$ cat config.mk
export PLATFORM = sky130hd
export DESIGN_NAME = mem_access_unit_flat
export DESIGN_NICKNAME = d
export VERILOG_FILES = /design/src/rtl/mem_access_unit_pkg.sv /design/src/rtl/mem_access_unit_if.sv /design/src/rtl/mem_access_unit_lane_align.sv /design/src/rtl/mem_access_unit.sv /design/src/flat_wrapper.sv
export SDC_FILE = /design/constraint.sdc
export NUM_CORES = 1
export LEC_CHECK = 0
export ABC_AREA = 1
export CAP_MARGIN = 20
export CORE_ASPECT_RATIO = 0.75
export CORE_MARGIN = 2
export CORE_UTILIZATION = 43
export CTS_BUF_LIST = sky130_fd_sc_hd__clkbuf_4 sky130_fd_sc_hd__clkbuf_8
export CTS_CLUSTER_DIAMETER = 50
export CTS_CLUSTER_SIZE = 24
export DETAILED_ROUTE_END_ITERATION = 12
export GPL_ROUTABILITY_DRIVEN = 0
export PLACE_DENSITY = 0.93
export SLEW_MARGIN = 20
export SYNTH_ARGS = -nofsm -noshare
export SYNTH_HDL_FRONTEND = slang
export SYNTH_SLANG_ARGS = --single-unit
$ cat constraint.sdc
create_clock -name clk -period 1.75 [get_ports clk]
set_input_delay 0.35 -clock clk [delete_from_list [all_inputs] [get_ports clk]]
set_output_delay 0.35 -clock clk [all_outputs]
set_load 0.1 [all_outputs]
$ cat src/rtl/mem_access_unit_pkg.sv
// Shared encodings for the memory access unit and its lane aligner.
// Latency: n/a (types and helpers only).
// Backpressure: n/a.
package mem_pkg;

  typedef enum logic [1:0] {
    SIZE_BYTE = 2'b00,
    SIZE_HALF = 2'b01,
    SIZE_WORD = 2'b10,
    SIZE_RSVD = 2'b11
  } size_e;

  typedef enum logic [1:0] {
    IDLE = 2'b00,
    BUS  = 2'b01,
    DONE = 2'b10,
    ERR  = 2'b11
  } state_e;

  // True when the access cannot be issued: reserved size or an address
  // that is not naturally aligned for the access size.
  function automatic logic is_bad_access(input size_e size, input logic [1:0] addr_lo);
    logic bad;
    case (size)
      SIZE_BYTE: bad = 1'b0;
      SIZE_HALF: bad = addr_lo[0];
      SIZE_WORD: bad = (addr_lo != 2'b00);
      default:   bad = 1'b1;
    endcase
    return bad;
  endfunction

endpackage

$ cat src/rtl/mem_access_unit_if.sv
// External memory port: one req/ack transaction at a time.
// Latency: n/a (signal bundle only).
// Backpressure: master holds all request fields stable until bus_ack.
interface mem_bus_if #(
  parameter int ADDR_W = 32,
  parameter int DATA_W = 32
);
  logic              bus_req;
  logic              bus_write;
  logic [ADDR_W-1:0] bus_addr;
  logic [DATA_W-1:0] bus_wdata;
  logic [3:0]        bus_be;
  logic              bus_ack;
  logic [DATA_W-1:0] bus_rdata;

  modport master (
    output bus_req, bus_write, bus_addr, bus_wdata, bus_be,
    input  bus_ack, bus_rdata
  );

  modport slave (
    input  bus_req, bus_write, bus_addr, bus_wdata, bus_be,
    output bus_ack, bus_rdata
  );
endinterface

$ cat src/rtl/mem_access_unit_lane_align.sv
// Byte-lane steering: byte enables, replicated store data, extracted load data.
// Latency: purely combinational.
// Backpressure: none; no state.
module mem_lane_align
  import mem_pkg::*;
(
  input  size_e       size_i,
  input  logic [1:0]  addr_lo_i,
  input  logic [31:0] wdata_i,
  input  logic [31:0] rdata_i,
  output logic [3:0]  be_o,
  output logic [31:0] wdata_o,
  output logic [31:0] rdata_o
);

  logic [31:0] rdata_shift;

  // Lane selection per access size; the load lane is shifted down then masked.
  always_comb begin
    be_o        = 4'b0000;
    wdata_o     = wdata_i;
    rdata_shift = rdata_i >> {addr_lo_i, 3'b000};
    rdata_o     = rdata_shift;
    case (size_i)
      SIZE_BYTE: begin
        be_o    = 4'b0001 << addr_lo_i;
        wdata_o = {4{wdata_i[7:0]}};
        rdata_o = {24'h0, rdata_shift[7:0]};
      end
      SIZE_HALF: begin
        be_o    = 4'b0011 << addr_lo_i;
        wdata_o = {2{wdata_i[15:0]}};
        rdata_o = {16'h0, rdata_shift[15:0]};
      end
      SIZE_WORD: begin
        be_o    = 4'b1111;
        wdata_o = wdata_i;
        rdata_o = rdata_i;
      end
      default: begin
        be_o    = 4'b0000;
        wdata_o = wdata_i;
        rdata_o = rdata_i;
      end
    endcase
  end

endmodule

$ cat src/rtl/mem_access_unit.sv
// Runs one aligned load/store on the memory port per request; optional bus timeout via MEM_ACCESS_TIMEOUT_EN.
// Latency: accept at edge N, bus_req in N+1, done no earlier than N+2; misaligned/reserved errors at N+1.
// Backpressure: req_ready only in IDLE; requests outside IDLE are dropped, bus waits on bus_ack.
module mem_access_unit
  import mem_pkg::*;
#(
  parameter int ADDR_W         = 32,
  parameter int DATA_W         = 32,
  parameter int TIMEOUT_CYCLES = 16
) (
  input  logic              clk,
  input  logic              rst_n,
  input  logic [ADDR_W-1:0] addr_in,
  input  logic [DATA_W-1:0] wdata_in,
  input  logic              req_valid,
  input  logic              req_write,
  input  logic [1:0]        req_size,
  output logic              req_ready,
  output logic [DATA_W-1:0] rdata_out,
  output logic              done,
  output logic              err,
  output logic              addr_update,
  mem_bus_if.master         bus
);

  state_e            state_q, state_d;
  logic [ADDR_W-1:0] addr_q;
  logic [DATA_W-1:0] wdata_q;
  logic              write_q;
  size_e             size_q;
  logic [DATA_W-1:0] rdata_q;

  logic [3:0]        lane_be;
  logic [DATA_W-1:0] lane_wdata;
  logic [DATA_W-1:0] lane_rdata;
  logic              in_bus;
  logic              timeout;

  mem_lane_align u_lane_align (
    .size_i    (size_q),
    .addr_lo_i (addr_q[1:0]),
    .wdata_i   (wdata_q),
    .rdata_i   (bus.bus_rdata),
    .be_o      (lane_be),
    .wdata_o   (lane_wdata),
    .rdata_o   (lane_rdata)
  );

`ifdef MEM_ACCESS_TIMEOUT_EN
  localparam int CNT_W = $clog2(TIMEOUT_CYCLES + 1);
  logic [CNT_W-1:0] cnt_q, cnt_d;

  // Count cycles spent in BUS; zero on every other state so entry starts clean.
  always_comb begin
    cnt_d   = (state_q == BUS) ? cnt_q + 1'b1 : '0;
    timeout = (state_q == BUS) && (cnt_q == CNT_W'(TIMEOUT_CYCLES - 1));
  end

  // Timeout counter register.
  always_ff @(posedge clk) begin
    if (!rst_n) cnt_q <= '0;
    else        cnt_q <= cnt_d;
  end
`else
  logic timeout_unused;
  assign timeout_unused = (TIMEOUT_CYCLES != 0);
  assign timeout        = 1'b0;
`endif

  // Next-state: alignment is checked on the live request so a bad access
  // never reaches the bus; ack takes priority over a same-cycle timeout.
  always_comb begin
    state_d = state_q;
    case (state_q)
      IDLE: begin
        if (req_valid) begin
          if (is_bad_access(size_e'(req_size), addr_in[1:0])) state_d = ERR;
          else                                                 state_d = BUS;
        end
      end
      BUS: begin
        if (bus.bus_ack)  state_d = DONE;
        else if (timeout) state_d = ERR;
      end
      DONE:    state_d = IDLE;
      ERR:     state_d = IDLE;
      default: state_d = IDLE;
    endcase
  end

  // State, captured request and load result registers.
  always_ff @(posedge clk) begin
    if (!rst_n) begin
      state_q <= IDLE;
      addr_q  <= '0;
      wdata_q <= '0;
      write_q <= 1'b0;
      size_q  <= SIZE_BYTE;
      rdata_q <= '0;
    end else begin
      state_q <= state_d;
      if (state_q == IDLE && req_valid) begin
        addr_q  <= addr_in;
        wdata_q <= wdata_in;
        write_q <= req_write;
        size_q  <= size_e'(req_size);
      end
      if (state_q == BUS && bus.bus_ack && !write_q) begin
        rdata_q <= lane_rdata;
      end
    end
  end

  // Status and bus drive decode; bus fields are forced to zero outside BUS.
  always_comb begin
    in_bus        = (state_q == BUS);
    req_ready     = (state_q == IDLE);
    done          = (state_q == DONE) || (state_q == ERR);
    err           = (state_q == ERR);
    addr_update   = (state_q == DONE);
    rdata_out     = rdata_q;
    bus.bus_req   = in_bus;
    bus.bus_write = in_bus & write_q;
    bus.bus_addr  = in_bus ? {addr_q[ADDR_W-1:2], 2'b00} : '0;
    bus.bus_wdata = in_bus ? lane_wdata : '0;
    bus.bus_be    = in_bus ? lane_be : 4'b0000;
  end

endmodule

$ cat src/flat_wrapper.sv
// flat-port wrapper written by rule: the top's interface ports become plain ports
module mem_access_unit_flat import mem_pkg::*;
#(
  parameter int ADDR_W         = 32,
  parameter int DATA_W         = 32,
  parameter int TIMEOUT_CYCLES = 16
)
  (clk, rst_n, addr_in, wdata_in, req_valid, req_write, req_size, req_ready, rdata_out, done, err, addr_update, bus_bus_req, bus_bus_write, bus_bus_addr, bus_bus_wdata, bus_bus_be, bus_bus_ack, bus_bus_rdata);
  mem_bus_if #(.ADDR_W(ADDR_W), .DATA_W(DATA_W)) bus_i ();
  input  logic clk;
  input  logic rst_n;
  input  logic [ADDR_W-1:0] addr_in;
  input  logic [DATA_W-1:0] wdata_in;
  input  logic req_valid;
  input  logic req_write;
  input  logic [1:0] req_size;
  output logic req_ready;
  output logic [DATA_W-1:0] rdata_out;
  output logic done;
  output logic err;
  output logic addr_update;
  output wire logic [$bits(bus_i.bus_req)-1:0] bus_bus_req;
  output wire logic [$bits(bus_i.bus_write)-1:0] bus_bus_write;
  output wire logic [$bits(bus_i.bus_addr)-1:0] bus_bus_addr;
  output wire logic [$bits(bus_i.bus_wdata)-1:0] bus_bus_wdata;
  output wire logic [$bits(bus_i.bus_be)-1:0] bus_bus_be;
  input wire logic [$bits(bus_i.bus_ack)-1:0] bus_bus_ack;
  input wire logic [$bits(bus_i.bus_rdata)-1:0] bus_bus_rdata;
  assign bus_bus_req = bus_i.bus_req;
  assign bus_bus_write = bus_i.bus_write;
  assign bus_bus_addr = bus_i.bus_addr;
  assign bus_bus_wdata = bus_i.bus_wdata;
  assign bus_bus_be = bus_i.bus_be;
  assign bus_i.bus_ack = bus_bus_ack;
  assign bus_i.bus_rdata = bus_bus_rdata;
  mem_access_unit #(.ADDR_W(ADDR_W), .DATA_W(DATA_W), .TIMEOUT_CYCLES(TIMEOUT_CYCLES)) u_core (.clk(clk), .rst_n(rst_n), .addr_in(addr_in), .wdata_in(wdata_in), .req_valid(req_valid), .req_write(req_write), .req_size(req_size), .req_ready(req_ready), .rdata_out(rdata_out), .done(done), .err(err), .addr_update(addr_update), .bus(bus_i));
endmodule
==> results_dict.tcl <==
set metrics [dict create \
    outcome "finished with violations" \
    violations "setup timing" \
    cp_data_arrival_time_ns 1.65 \
    area_delta_synth_final_pct 108.8 \
    synth.area.top_cells "sky130_fd_sc_hd__dfxtp_1, sky130_fd_sc_hd__nor2_1, sky130_fd_sc_hd__nand2_1" \
    nFillCells 395 \
    hold_path_startpoint "rst_n" \
    max_root_sink_buffers 2 \
    postSynth.topFlopCell "sky130_fd_sc_hd__dfxtp_1" \
    fin_crit_sh 1.145 \
    routedWlPerCell_um 21.83 \
    slew_violations 0 \
    path_common_cell "sky130_fd_sc_hd__inv_8" \
    post_route_cells_drive_above_1_share 0.3451 \
    placed_cells_incl_taps 1050 \
    top_layer "met4" \
    drt-pass1-iter-count 6 \
    global_route.usage.total 0.3651 \
    first_global_vias 6112 \
    worst_hold_path_class "input port to register" \
    commonest_cells_in_the_synthesized_netlist "sky130_fd_sc_hd__nor2_1, sky130_fd_sc_hd__nand2_1, sky130_fd_sc_hd__dfxtp_1, sky130_fd_sc_hd__a21oi_1, sky130_fd_sc_hd__o21ai_0" \
    power_density_over_the_cells_nw_per_um2 755.6 \
    grt.overflow.total 0 \
    drt-vias-per-instance 5.788 \
    critPathBufInv 4 \
    clkTransAtPathRegs_ns 0.11 \
    crit_required_ns 1.40 \
    cts_tree "done" \
    start_kind "register" \
    syn_area_per_cell_um2 6.600 \
    die_area_um2 11810 \
    clk_root_buffer_cell "sky130_fd_sc_hd__clkbuf_8" \
    mappedNetlistArea_um2 4706 \
    worstSetupEndpointType "primary output" \
    timing.rr.start "u_core.state_q[1]" \
    post-route-min-period_ns 2.003 \
    route.layer.met1.wl_um 8618 \
    synth-seq-cells 101 \
    drt_initial_violations 668 \
    post-dp-hpwl_um 14220 \
    fp-row-count 33 \
    edff_count_synth 0 \
    cts_num_sinks 101 \
    achievable-frequency_mhz 499.2 \
    synthArstFlopShare 0 \
    antenna_violations_before_repair 0 \
    post-route-worst-setup-slack_ns -0.2531 \
    skew_ns 0.01436 \
    r2r_cells 10 \
    timing.setup.critical_path_class "register to primary output" \
    crit_start "u_core.state_q[1]" \
    leading_area_contributor_after_synthesis "sky130_fd_sc_hd__dfxtp_1" \
    critical_path_depth 7 \
    yosys.area.top_type_share 0.4297 \
    power.static_leakage_nw 3.858 \
    path_cells "inv_8 -> nand2_8 -> inv_8 -> o211ai_1 -> buf_4 -> nor2_4 -> buf_12" \
    drv_cap 0 \
    vias 6378 \
    clk_latency_ns 0.37 \
    cts_inserted_buffers 9 \
    timing_hold_violations_final 0 \
    hold-path-cell-count 3 \
    antenna_cells 0 \
    power.ir.vdd_worst_v 0.0004989 \
    grt_setup_unrepaired "true" \
    clock_tree.htree_level_count 3 \
    maximum_number_of_pins_on_one_net_before_global_route_repair 45 \
    seq_total_area_yosys 0.4297 \
    drt-total-wl_um 24050 \
    relSlewSlack 0.5786 \
    postLayoutCoreUtil 0.9116 \
    finalInstanceArea_um2 9824 \
    cell_family_with_the_largest_share_of_critical_path_delay "buffers and inverters" \
    die-width_um 124.8 \
    die_height_um 94.60 \
    route.antenna.remaining_nets 0 \
    timing.critical_path.slowest_stage_cell "sky130_fd_sc_hd__dfxtp_4" \
    start_util 0.4367 \
    unique_masters_post_synth 21 \
    yosys_warnings 0 \
    finish.net_count 1060 \
    coreArea_um2 10780 \
    cts_hold_buf 0 \
    worst-path-max-fanout 6 \
    post_layout_nonfiller_instances 1102 \
    postSynthCellCount 713 \
    portBuffers 206 \
    cp_max_stage_delay_ns 0.39 \
    most_numerous_cell_in_the_yosys_netlist "sky130_fd_sc_hd__nor2_1" \
    grt_first_pass_wirelength_um 33500 \
    met2WireLength_um 11840 \
    setup_viol 99 \
    met3_wirelength_um 2493 \
    worst_pin_slew_ns 0.6283 \
    dpl_cell_area_um2 8780 \
    remaining_drc_errors 0 \
    top_level_ports 209 \
]
[cell usage in the layout, fill, tap and decap left out, types with 8 or more instances in the layout]
master                            count
sky130_fd_sc_hd__nand3_1             33
sky130_fd_sc_hd__a21oi_1             71
sky130_fd_sc_hd__inv_1               60
sky130_fd_sc_hd__o21ai_1             15
sky130_fd_sc_hd__nor2_1              63
sky130_fd_sc_hd__nor2_2              18
sky130_fd_sc_hd__buf_12             117
sky130_fd_sc_hd__nor2_4              71
sky130_fd_sc_hd__buf_6               15
sky130_fd_sc_hd__clkdlybuf4s50_1    101
sky130_fd_sc_hd__nor3_4               9
sky130_fd_sc_hd__dfxtp_1             97
sky130_fd_sc_hd__nand2_1            105
sky130_fd_sc_hd__o211ai_1             8
sky130_fd_sc_hd__clkbuf_8             9
sky130_fd_sc_hd__buf_4               37
sky130_fd_sc_hd__o21ai_0             71
[cell families (layout without fill, tap and decap cells)]
logic type      count (synthesis)  in the layout  synth area share
buf+inv                       119            366            0.1082
other cells                     1              2         0.0007969
compound gates                179            179            0.1954
flops                         101            101            0.4297
simple gates                  313            314            0.2659
[path summary, 6_finish.rpt]
kind | end | slack, ns
max reg2reg | u_core.rdata_out[20] | -0.19
min | u_core.rdata_out[12] | 0.47
max | bus_bus_wdata[11] | -0.25
min reg2reg | u_core.wdata_q[17] | 0.51
[routing by layer]
| metal | vias up | GRT usage |
|---|---|---|
| li1 | 2775 | - |
| met1 | 3009 | 0.4350 |
| met2 | 490 | 0.6489 |
| met3 | 104 | 0.08102 |
| met4 | 0 | 0.1451 |
| met5 | - | 0 |
[where the power goes]
part	internal [W]	switching (W)
clock	0.000546	0.000898
sequential	0.00248	0.000164
combinational	0.00127	0.00206
total	0.00430	0.00312
[final cells by class]
| class | instances | area (um2) | area share |
|---|---|---|---|
| Clock buffer | 10 | 131.4 | 0.01337 |
| Clock inverter | 6 | 46.29 | 0.004712 |
| Inverter | 67 | 281.5 | 0.02866 |
| Multi-Input combinational cell | 495 | 3047 | 0.3101 |
| Sequential cell | 101 | 2034 | 0.2071 |
| Tap cell | 140 | 175.2 | 0.01783 |
| Timing Repair Buffer | 282 | 4098 | 0.4171 |
| Timing Repair inverter | 1 | 11.26 | 0.001146 |
[stage by stage]
step | power, W | worst slack, ns | hold WS (ns) | TNS (ns)
after floorplan | 0.004415 | -0.1739 | 0.4557 | -2.209
after global placement | 0.005410 | 0.001260 | 0.4621 | 0
after detailed placement | 0.005498 | -0.04178 | 0.4729 | -0.1322
after CTS | 0.007191 | -0.2030 | 0.4259 | -8.255
after global routing | 0.007643 | -0.3032 | 0.4602 | -19.35
final | 0.007423 | -0.2531 | 0.4700 | -14.03
[worst register-to-register path: stages (launching register included)]
cell and delay (ns):
sky130_fd_sc_hd__dfxtp_4 0.39, sky130_fd_sc_hd__inv_8 0.08, sky130_fd_sc_hd__nand2_8 0.10, sky130_fd_sc_hd__buf_6 0.16, sky130_fd_sc_hd__buf_16 0.14, sky130_fd_sc_hd__buf_6 0.12
sky130_fd_sc_hd__nor3_4 0.22, sky130_fd_sc_hd__buf_6 0.18, sky130_fd_sc_hd__clkbuf_16 0.16, sky130_fd_sc_hd__nand3_1 0.10, sky130_fd_sc_hd__a21oi_1 0.20
[sequential cells by signal (all words and copies together), names as in the netlist]
| register | flops |
|---|---|
| u_core.addr_q | 32 |
| u_core.wdata_q | 32 |
| u_core.rdata_out | 32 |
| u_core.write_q | 1 |
| u_core.size_q | 2 |
| u_core.state_q | 2 |
[timing repair]
item,CTS,global route
buffers inserted,14,10
endpoints found under the setup margin,66,73
gates resized for setup,66,41
pin swaps,23,21
gates cloned,10,5
No activity file was read; power rests on OpenSTA's default activity.
